===== config.mk =====
export PLATFORM = sky130hd
export DESIGN_NAME = wb_trace_buffer
export DESIGN_NICKNAME = d
export VERILOG_FILES = /design/src/rtl/wb_trace_buffer_pkg.sv /design/src/rtl/trace_fifo_mem.sv /design/src/rtl/wb_trace_buffer.sv
export SDC_FILE = /design/constraint.sdc
export NUM_CORES = 1
export LEC_CHECK = 0
export ABC_CLOCK_PERIOD_IN_PS = 14050
export CORE_MARGIN = 2
export CORE_UTILIZATION = 63
export CTS_BUF_LIST = sky130_fd_sc_hd__clkbuf_4
export CTS_CLUSTER_SIZE = 10
export DETAILED_ROUTE_END_ITERATION = 12
export PLACE_DENSITY = 0.91
export REMOVE_ABC_BUFFERS = 1
export SKIP_LAST_GASP = 1
export SYNTH_ARGS = -nofsm -noshare
export SYNTH_HDL_FRONTEND = slang
export SYNTH_SLANG_ARGS = --single-unit
export TNS_END_PERCENT = 100

===== constraint.sdc =====
create_clock -name Clk -period 14.05 [get_ports Clk]
set_clock_uncertainty 0.15 [all_clocks]
set_input_delay 1.405 -clock Clk [delete_from_list [all_inputs] [get_ports Clk]]
set_output_delay 1.405 -clock Clk [all_outputs]
set_load 0.01 [all_outputs]

===== src/rtl/wb_trace_buffer_pkg.sv =====
// Shared definitions for the write-back trace buffer: FSM state codes and the
// layout of one stored trace entry.
package wb_trace_buffer_pkg;

    localparam int PC_W    = 32;
    localparam int RD_W    = 5;
    localparam int DATA_W  = 32;
    localparam int ENTRY_W = PC_W + RD_W + DATA_W;

    typedef enum logic [1:0] {
        IDLE    = 2'd0,
        ARMED   = 2'd1,
        CAPTURE = 2'd2,
        DONE    = 2'd3
    } traceState_t;

    typedef struct packed {
        logic [PC_W-1:0]   pc;
        logic [RD_W-1:0]   rd;
        logic [DATA_W-1:0] data;
    } traceEntry_t;

endpackage


===== src/rtl/trace_fifo_mem.sv =====
// Trace entry storage: one synchronous write port, one asynchronous read port
// so the FIFO head falls through to the outputs without a read cycle.
module trace_fifo_mem
    import wb_trace_buffer_pkg::*;
#(
    parameter int DEPTH = 16,
    parameter int WIDTH = ENTRY_W
) (
    input  logic                     Clk,
    input  logic                     WrEn,
    input  logic [$clog2(DEPTH)-1:0] WrAddr,
    input  logic [WIDTH-1:0]         WrData,
    input  logic [$clog2(DEPTH)-1:0] RdAddr,
    output logic [WIDTH-1:0]         RdData
);

    logic [WIDTH-1:0] storage [DEPTH];

    always_ff @(posedge Clk) begin
        if (WrEn) begin
            storage[WrAddr] <= WrData;
        end
    end

    assign RdData = storage[RdAddr];

endmodule


===== src/rtl/wb_trace_buffer.sv =====
// Write-back trace capture: PC-triggered recording of register-file writes
// into a first-word-fall-through FIFO drained over a valid/ready port.
//
// state   | meaning
// IDLE    | after reset, waiting for Arm
// ARMED   | waiting for the trigger event (or Stop)
// CAPTURE | every qualified write-back event is pushed
// DONE    | capture ended; FIFO still drains; Arm starts a new session
module wb_trace_buffer
    import wb_trace_buffer_pkg::*;
#(
    parameter int DEPTH = 16,
    parameter int WRAP  = 0
) (
    input  logic                   Clk,
    input  logic                   Reset,
    input  logic                   Arm,
    input  logic                   Stop,
    input  logic                   TrigAny,
    input  logic [31:0]            TriggerPC,
    input  logic                   WbValid,
    input  logic [31:0]            WbPC,
    input  logic [4:0]             WbRd,
    input  logic [31:0]            WbData,
    input  logic                   OutReady,
    output logic                   OutValid,
    output logic [31:0]            OutPC,
    output logic [4:0]             OutRd,
    output logic [31:0]            OutData,
    output logic [$clog2(DEPTH):0] Count,
    output logic [15:0]            Dropped,
    output logic [1:0]             State
);

    localparam int AW = $clog2(DEPTH);
    localparam logic [AW:0] FULL_COUNT = (AW+1)'(DEPTH);

    traceState_t state, stateNext;
    logic [AW-1:0] wrPtr, rdPtr;
    logic [AW:0]   count;
    logic [15:0]   dropped;
    logic          qualified, triggerHit, push, flush, pop, full;
    logic          wrEn, lostEvent, rdAdvance;
    traceEntry_t   wrEntry, rdEntry;

    assign qualified  = WbValid && (WbRd != '0);
    assign triggerHit = qualified && (TrigAny || (WbPC == TriggerPC));
    assign full       = (count == FULL_COUNT);
    assign pop        = (count != '0) && OutReady;
    // When full, a push lands only if a pop frees the slot or overwrite is enabled.
    assign wrEn       = push && (!full || pop || (WRAP != 0));
    assign lostEvent  = push && full && !pop;
    assign rdAdvance  = pop || (wrEn && full);

    always_comb begin
        stateNext = state;
        push      = 1'b0;
        flush     = 1'b0;
        case (state)
            IDLE, DONE: begin
                if (Arm) begin
                    stateNext = ARMED;
                    flush     = 1'b1;
                end
            end
            ARMED: begin
                if (Stop) begin
                    stateNext = DONE;
                end else if (triggerHit) begin
                    stateNext = CAPTURE;
                    push      = 1'b1;
                end
            end
            CAPTURE: begin
                if (Stop) begin
                    stateNext = DONE;
                end else begin
                    push = qualified;
                end
            end
            default: stateNext = IDLE;
        endcase
    end

    always_ff @(posedge Clk) begin
        if (!Reset) begin
            state   <= IDLE;
            wrPtr   <= '0;
            rdPtr   <= '0;
            count   <= '0;
            dropped <= '0;
        end else begin
            state <= stateNext;
            if (flush) begin
                wrPtr   <= '0;
                rdPtr   <= '0;
                count   <= '0;
                dropped <= '0;
            end else begin
                if (wrEn) wrPtr <= wrPtr + 1'b1;
                if (rdAdvance) rdPtr <= rdPtr + 1'b1;
                if (wrEn && !pop && !full) begin
                    count <= count + 1'b1;
                end else if (pop && !wrEn) begin
                    count <= count - 1'b1;
                end
                if (lostEvent && (dropped != 16'hFFFF)) begin
                    dropped <= dropped + 1'b1;
                end
            end
        end
    end

    assign wrEntry = '{pc: WbPC, rd: WbRd, data: WbData};

    trace_fifo_mem #(
        .DEPTH (DEPTH),
        .WIDTH (ENTRY_W)
    ) uMem (
        .Clk    (Clk),
        .WrEn   (wrEn),
        .WrAddr (wrPtr),
        .WrData (wrEntry),
        .RdAddr (rdPtr),
        .RdData (rdEntry)
    );

    assign OutValid = (count != '0);
    assign OutPC    = OutValid ? rdEntry.pc   : '0;
    assign OutRd    = OutValid ? rdEntry.rd   : '0;
    assign OutData  = OutValid ? rdEntry.data : '0;
    assign Count    = count;
    assign Dropped  = dropped;
    assign State    = state;

endmodule


==> results of run 1 <==
## placed cells by master (no fill, tap or decap), types with 9 or more instances in the layout
| cell | synthesis | final |
|---|---|---|
| buf_4 | 0 | 36 |
| nand4_1 | 15 | 15 |
| diode_2 | 0 | 11 |
| inv_1 | 13 | 13 |
| a21oi_1 | 18 | 18 |
| edfxtp_1 | 1104 | 1104 |
| nor2_1 | 35 | 23 |
| nor2_4 | 0 | 12 |
| xnor2_1 | 39 | 39 |
| clkinv_2 | 0 | 9 |
| dfxtp_1 | 35 | 31 |
| mux4_2 | 345 | 345 |
| clkdlybuf4s50_1 | 0 | 200 |
| and2_1 | 70 | 70 |
| clkinv_1 | 0 | 59 |
| ha_1 | 11 | 11 |
| nand2_1 | 22 | 22 |
| clkbuf_4 | 0 | 414 |
## cell usage after synthesis (all sizes together), types with 3 or more instances
master,n
and3,7
mux2i,7
and2,71
xnor2,39
buf,35
ha,11
nand4,15
a31o,6
nor2,35
clkbuf,59
nor4,6
inv,13
edfxtp,1104
o21ai,8
dfxtp,35
nand2,22
mux4,345
nor3,12
a21o,4
nand3,7
xor2,3
nand2b,6
a31oi,3
a21oi,18
## area by class of cell
type,count,area share
multi-input cells,644,0.195
diodes,11,0.000541
inverters,13,0.000959
clock inverters,74,0.00827
clock buffers,414,0.0611
flip-flops and latches,1139,0.666
well taps,940,0.0231
repair buffers,237,0.0451
## layer usage
layer / up-vias / routed length, µm / track usage
met5: - / 53 / 0
met4: 8 / 5740 / 0.172
met3: 390 / 13100 / 0.0875
met2: 2188 / 59400 / 0.537
met1: 12000 / 37500 / 0.404
li1: 9067 / - / -
## worst max-delay path by stage
stage / to / slack [ns] / cells past startpoint
final: OutRd[3] / 6.70 / 6
after global routing: OutRd[3] / 6.32 / 6
after CTS: OutRd[3] / 6.55 / 6
after detailed placement: uMem.storage[13][52] / 7.24 / 9
after global placement: uMem.storage[15][19] / 7.68 / 9
after floorplan: OutData[0] / -0.07 / 3
## report_power, final
part / switching (mW) / leakage, nW / total, mW / internal (mW)
clock: 1.32 / 2.11 / 2.77 / 1.44
combinational: 0.403 / 3.46 / 0.766 / 0.363
sequential: 0.0224 / 10.2 / 3.76 / 3.74
## sequential cells by signal (all words and copies together) (netlist names), named ones only
name,flops
Dropped,16
uMem.storage,1104
Count,5
wrPtr,4
rdPtr,4
State,2
## cell families (layout without fill, tap and decap cells)
logic type / after synthesis / count (layout)
xor+xnor: 42 / 42
fa+ha+maj: 12 / 12
mux: 352 / 352
buf+inv: 108 / 738
flops: 1139 / 1139
other cells: 0 / 11
simple gates: 190 / 190
compound gates: 48 / 48
## stage by stage
stage	setup TNS (ns)	utilization	std cells	power, mW
finish	0	0.730	3472	7.29
floorplan	-4.69	-	1796	4.30
detailed placement	0	0.679	2973	4.59
global placement	0	0.679	2973	4.55
global route	0	0.730	3470	7.52
CTS	0	0.730	3461	7.31
## critical path, cell delays in order (launching register included)
cell	delay, ns
dfxtp_4	1.02
buf_4	0.84
buf_4	0.85
mux4_2	0.64
mux4_2	0.50
and2_1	0.21
clkdlybuf4s50_1	0.51
==> impl_summary.md, run 1 <==
Outcome
The run finished with clean final reports.

Logic synthesis
The xor/xnor share of the synthesized area is 0.00833. The post-synthesis register bit count is between 1000 and 1500. The leading area contributor after synthesis is edfxtp_1.

The main flop type after synthesis is edfxtp_1. Ranked by total cell area, the synthesized netlist is headed by edfxtp_1, mux4_2, dfxtp_1, and2_1, xnor2_1. The area fraction in compound gates after synthesis came to 0.00751. The fraction of synthesized cell area taken by the top area cell type is 0.751. The area of the mapped netlist is ~0.044 mm². For this run, asynchronously set or reset flops after synthesis account for 0. After synthesis, the share of cell area in mux cells is 0.178.

The share of the Yosys chip area taken by registers is 0.767. Synthesis handed over a netlist of about 1900 instances. The post-synthesis share of cell area spent on full adders, half adders and majority gates is 0.00357. The number of enable flip-flop cells after synthesis is 1104. The number of different library cells used by synthesis comes to 52. Yosys printed 0 warnings. After synthesis, the largest family of logic cells by area is multiplexers.

The simple-gate share of the synthesized area is 0.0251. The post-synthesis average cell area is around 23 µm².

Floorplanning
The die covers roughly 0.072 mm². The die boundary height is 269 µm. The die is about 270 µm wide. The number of top-level design ports is around 200. The number of standard-cell rows in the floorplan is 97. The region available for standard cell placement spans between 0.06 and 0.07 mm².

The effective utilization at floorplan is 0.634.

Layout
In the final layout, the multi-input gates occupy a little under 0.01 mm². After routing the design area is 0.0509 mm². Across the whole layout, storage elements account for around 0.034 mm². From synthesis to final layout, the design area changed by 15.2%. The filler cell count is roughly 3600. The layout cell share with drive strength beyond 1 is 0.338. After the last flow step, the layout net total stands at roughly 2500.

Global routing
The total routing resource utilization after global routing is 0.327. The total overflow left after global routing is 0. The first global-routing pass estimated 165 mm of wire. The largest net degree at the start of global routing is roughly 170. The number of antenna violations at the first check in global routing came to 12. The number of global-route vias before repair is ~25000.

Worst setup path
The worst setup path is launched from a flip-flop. The startpoint of the worst-slack reg-to-reg timing path is State[0]. At the worst endpoint, the arrival time is 5.79 ns. Data on the critical path is required at its endpoint by between 10 and 15 ns.

The terminus of the critical flop-to-flop path is uMem.storage[13][22]. The critical setup path kind is reg2out. Of all nets on the critical path, the largest fanout is 46.

The sort of element at the end of the critical path is a primary output. Measured in cells, the most critical reg-to-reg path has a length of 7. Across all register-to-register paths, the minimum setup slack is 9.41 ns.

Clocking
TritonCTS created 295 clock buffers. The H-tree generated during clock tree synthesis spans 5 levels. The CTS tree is built. In this run the clock root is driven by a clkbuf_4. The clock drives around 1100 sinks. In this run the deepest clock path goes through 4 buffers. Clock latency on the worst-skew pair, taken at its later pin, is about 1.2 ns. Post-CTS repair changed the size of 0 cells. The clock-pin slew reported for the worst setup and hold paths after clock tree synthesis is approximately 0.080 ns. The cts-stage hold buffer count is 0. The setup fix buffers added after clock tree synthesis is 0.

Power
The static leakage power is roughly 16 nW. VDD sags by at most ~0.000092 V. Power spread over the standard cell area amounts to 143 mW/mm².

Routing
The detail-routed via count per cell is ~6.8. The remaining routing DRC violations is 0. The total wirelength of the detailed-routed design is 116 mm.

In the final routed layout, each cell accounts on average for around 33 µm. The number of DRC violations after detailed-routing iteration 0 is ~3400. The number of routed nets with antenna violations is 0. The first detailed-routing pass ran for 5 iterations. The total number of vias is between 20000 and 25000.

Timing
In the post-route analysis, the smallest setup slack over all paths is 6.70 ns. The maximum frequency from static timing analysis is around 140 MHz. In this run the tightest slew margin relative to its limit is 0.198. Setup repair after global routing left no endpoint under its margin. The final hold slack is 0.364 ns.

Of the available clock period, the critical path in the final layout requires 0.523. The shortest clock period the worst path allows after layout is 7.35 ns. For the pin with the worst max-slew slack, the measured transition is 1.20 ns.

The final max-slew violation count was 0. The total setup violations reported at the end of the flow is 0. The count of final hold-check violations was 0.

Placement
The detailed placer's ending HPWL is ~62 mm. The pre-CTS worst setup slack is 7.24 ns. The placed instances occupy a cell area of between 0.04 and 0.05 mm². The routability congestion estimate is ~0.84. In this run the tool buffered the top-level ports with 200 buffer cells.

Hold path
The worst hold path terminates at Dropped[14]. In this run the most critical hold path is launched from Dropped[14]. In this run the worst hold path is classified as reg2reg.

The number of cells traversed by the worst hold path is 2.

Job
The tool flagged a number of max-cap violations equal to 0.
No activity file was read; power rests on OpenSTA's default activity.
==> run 2, diff against run 1 <==
--- a/config.mk
+++ b/config.mk
@@ -5,13 +5,13 @@
 export SDC_FILE = /design/constraint.sdc
 export NUM_CORES = 1
 export LEC_CHECK = 0
-export ABC_CLOCK_PERIOD_IN_PS = 14050
+export ABC_CLOCK_PERIOD_IN_PS = 6030
 export CORE_MARGIN = 2
-export CORE_UTILIZATION = 63
+export CORE_UTILIZATION = 56
 export CTS_BUF_LIST = sky130_fd_sc_hd__clkbuf_4
 export CTS_CLUSTER_SIZE = 10
 export DETAILED_ROUTE_END_ITERATION = 12
-export PLACE_DENSITY = 0.91
+export PLACE_DENSITY = 0.86
 export REMOVE_ABC_BUFFERS = 1
 export SKIP_LAST_GASP = 1
 export SYNTH_ARGS = -nofsm -noshare
==> constraint.sdc (replaced) <==
create_clock -name Clk -period 6.03 [get_ports Clk]
set_clock_uncertainty 0.15 [all_clocks]
set_input_delay 0.603 -clock Clk [delete_from_list [all_inputs] [get_ports Clk]]
set_output_delay 0.603 -clock Clk [all_outputs]
set_load 0.01 [all_outputs]
==> run 2 against run 1 <==
- utilization decreased by 7.1 points
- critical path depth decreased by 1
- sequential cell count unchanged
- largest power group unchanged
- highest routed layer unchanged
==> impl_summary.md, run 2 (synthesized netlist as in run 1, its figures left out) <==
Clocking
The cts-stage hold buffer count is 1 (+1). The number of sinks handled by clock tree synthesis is 1139 (unchanged). The setup fix buffers added after clock tree synthesis was 0 (unchanged). The maximum level of the CTS H-tree is 5 (unchanged). Clock tree synthesis selected as its root buffer the cell clkbuf_4. The CTS tree is built. The clock-pin slew reported for the worst setup and hold paths after clock tree synthesis is 0.06 ns (-0.02 ns). The clock insertion delay at the later pin of the skew report was 1.10 ns (-0.05 ns). The number of gates resized after cts was 0 (unchanged).

The clock buffer count from CTS is 294 (-0.34%). The maximum clock insertion buffer count is 4 (unchanged).

Power
The maximum vdd ir drop is 0.000259 V (+180%). The total power per unit cell area is 328 mW/mm² (+130%). The switching power summed over all nets is 3.97 mW (+130%). The part of the power in combinational logic came to 0.105 (about the same). The static leakage power is 15.9 nW (+0.86%).

The cell-internal power came to 12.9 mW (+130%). The part of the total power dissipated in sequential elements is 0.521 (+0.005). The fraction of power spent switching nets is 0.236 (-0.00398). The clock power share is 0.375 (-0.004).

Floorplanning
The floorplan die width is 285 µm (+6.0%). The overall die area was 0.0811 mm² (+12%). The effective utilization at floorplan is 0.568 (-0.0657).

The die boundary height was 285 µm (+6.0%). The number of top-level design ports is 201 (unchanged). The number of standard-cell rows in the floorplan is 102 (+5.2%).

The area of the core is 0.0777 mm² (+12%).

Timing
The count of final hold-check violations is 0 (unchanged). Subtracting the final worst setup slack from the clock period gives 5.19 ns. For this run, the top clock speed supported by timing is slightly below 200 MHz.

The post-route setup TNS is 0 ns (unchanged). The total setup violations reported at the end of the flow is 0 (unchanged). Setup repair after global routing left no endpoint under its margin. Dividing the final minimum period by the clock period gives 0.861.

The worst slew slack as a fraction of its limit is 0.145 (-0.0526). The measured slew at the worst slew-check pin was 1.28 ns (+0.0817 ns). The final max-slew violation count came to 0 (unchanged).

Routing
The number of DRC violations after detailed-routing iteration 0 is 3035 (-11%). The final routed wire length divided by cell count is 29.1 µm (-13%). The total wirelength of the detailed-routed design was 105 mm (-9.6%).

The remaining routing DRC violations is 0 (unchanged). The number of routed nets with antenna violations is 0 (unchanged). The detail-routed via count per cell is 6.31 (-7.3%). The total number of vias is 22700 (-3.9%). The number of detailed-route iterations in the first pass was 5 (unchanged).

Layout
The layout cell share with drive strength beyond 1 is 0.343 (+0.00557). The number of standard cells in the final layout excluding fillers is 3598 (+3.6%). In the layout the commonest cells are edfxtp_1, clkbuf_4, mux4_2, clkdlybuf4s50_1, and2_1. The flip-flop count of the largest register after layout is 1104 (unchanged). Leaving out fill and tap cells, the most frequent cell in the layout is edfxtp_1. The register name with the most flops is uMem.storage. Compared with the post-synthesis result, the final layout area differs by 16.1%.

The number of nets at the end of the flow is 2464 (+0.57%).

Worst setup path
The number of cell instances on the worst register-to-register path is 7 (unchanged). The terminus of the critical flop-to-flop path is uMem.storage[15][44]. The worst setup path is captured at a primary output. The cell that appears most often on the critical path is mux4_2. The worst register-to-register path begins at State[0]. The cell with the largest stage delay on the worst path is dfxtp_4. The worst setup path is launched from a flip-flop. The end of the critical path is OutPC[10]. The signal on the critical path passes through buf_4 -> mux4_2 -> mux4_2 -> and2_1 -> clkdlybuf4s50_1.

The reg2reg setup slack is 2.10 ns (-7.31 ns). The critical setup path kind is reg2out. The data arrival time of the critical path is 4.44 ns (-1.35 ns). The critical path data required time came to 5.28 ns (-7.21 ns). The maximum cell stage delay along the critical path is 0.91 ns (-0.11 ns). The largest fanout of any net on the critical path was 37 (-20%).

Placement
The number of port buffers is 200 (unchanged). The cell total after placement came to 3087 (+3.8%). The routability congestion estimate is 0.783 (-6.4%). The detailed placer's ending HPWL is 57.9 mm (-6.7%).

Global routing
The residual overflow from global routing is 0 (unchanged). The number of global-route vias before repair was 23900 (-3.8%). met2 is the most crowded layer. The met1 usage was 0.349 (-0.0551). The total routing resource utilization after global routing is 0.262 (-0.0652). The number of antenna violations at the first check in global routing is 16 (+4). The global-route met2 utilization is 0.422 (-0.115). The met3 track demand over resource in global routing is 0.0706 (-0.0168).

The wire length of the first global-routing pass is 154 mm (-6.7%). The largest net degree at the start of global routing is 85 (-49%).

Outcome
The run finished with clean final reports.

Hold path
The path category of the worst min-delay check is in2reg.

Job
The max-capacitance violation count was 0 (unchanged).
==> run 2: worst min-delay path by stage <==
stage | cells past startpoint | start | slack (ns) | end
6_report | 2 | WbPC[2] | 0.13 | uMem.storage[4][39]
5_1_grt | 3 | Arm | 0.07 | State[1]
4_1_cts | 3 | Arm | 0.006 | State[1]
3_5_place_dp | 2 | rdPtr[1] | 0.34 | flip-flop
3_3_place_gp | 2 | Dropped[14] | 0.32 | Dropped[14]
2_1_floorplan | 2 | rdPtr[1] | 0.32 | flip-flop
==> run 2: area by class of cell <==
| type | count | area, µm² |
|---|---|---|
| Clock inverter | 89 | 438 |
| Inverter | 13 | 48.8 |
| Tap cell | 1040 | 1300 |
| Fill cell | 4632 | 26500 |
| Timing Repair Buffer | 252 | 2560 |
| Sequential cell | 1139 | 33900 |
| Antenna cell | 8 | 20.0 |
| Clock buffer | 413 | 3100 |
| Multi-Input combinational cell | 644 | 9920 |
==> run 2: stage by stage <==
stage	power, mW	worst slack, ns	utilization	hold slack [ns]	cell area, µm²
3_3_place_gp	10.6	0.959	0.614	0.323	47700
5_1_grt	17.4	0.532	0.659	0.0671	51200
3_5_place_dp	10.7	0.788	0.614	0.338	47700
6_report	16.8	0.836	0.659	0.126	51300
2_1_floorplan	10.0	-7.29	-	0.318	43700
4_1_cts	16.9	0.643	0.659	0.00629	51200
==> run 2: worst max-delay path, delay by kind of cell, from the launching register on <==
family                 cells  cell delay (ns)
AND/OR/NAND/NOR            1             0.19
multiplexers               2             1.17
buffers and inverters      2             1.08
flip-flops                 1             0.91
==> run 2: routing by layer <==
layer  vias up  part of all wire
met5         -           0.00059
met1     11700              0.36
met2      1642              0.51
li1       9114                 -
met3       213              0.11
met4        10             0.024
==> run 2: power by group through the flow <==
stage | Sequential (mW) | Clock (mW) | Combinational (mW)
finish | 8.76 | 6.30 | 1.76
global route | 8.76 | 6.82 | 1.86
CTS | 8.76 | 6.40 | 1.78
detailed placement | 8.93 | 0 | 1.77
global placement | 8.92 | 0 | 1.72
floorplan | 9.01 | 0 | 1.01
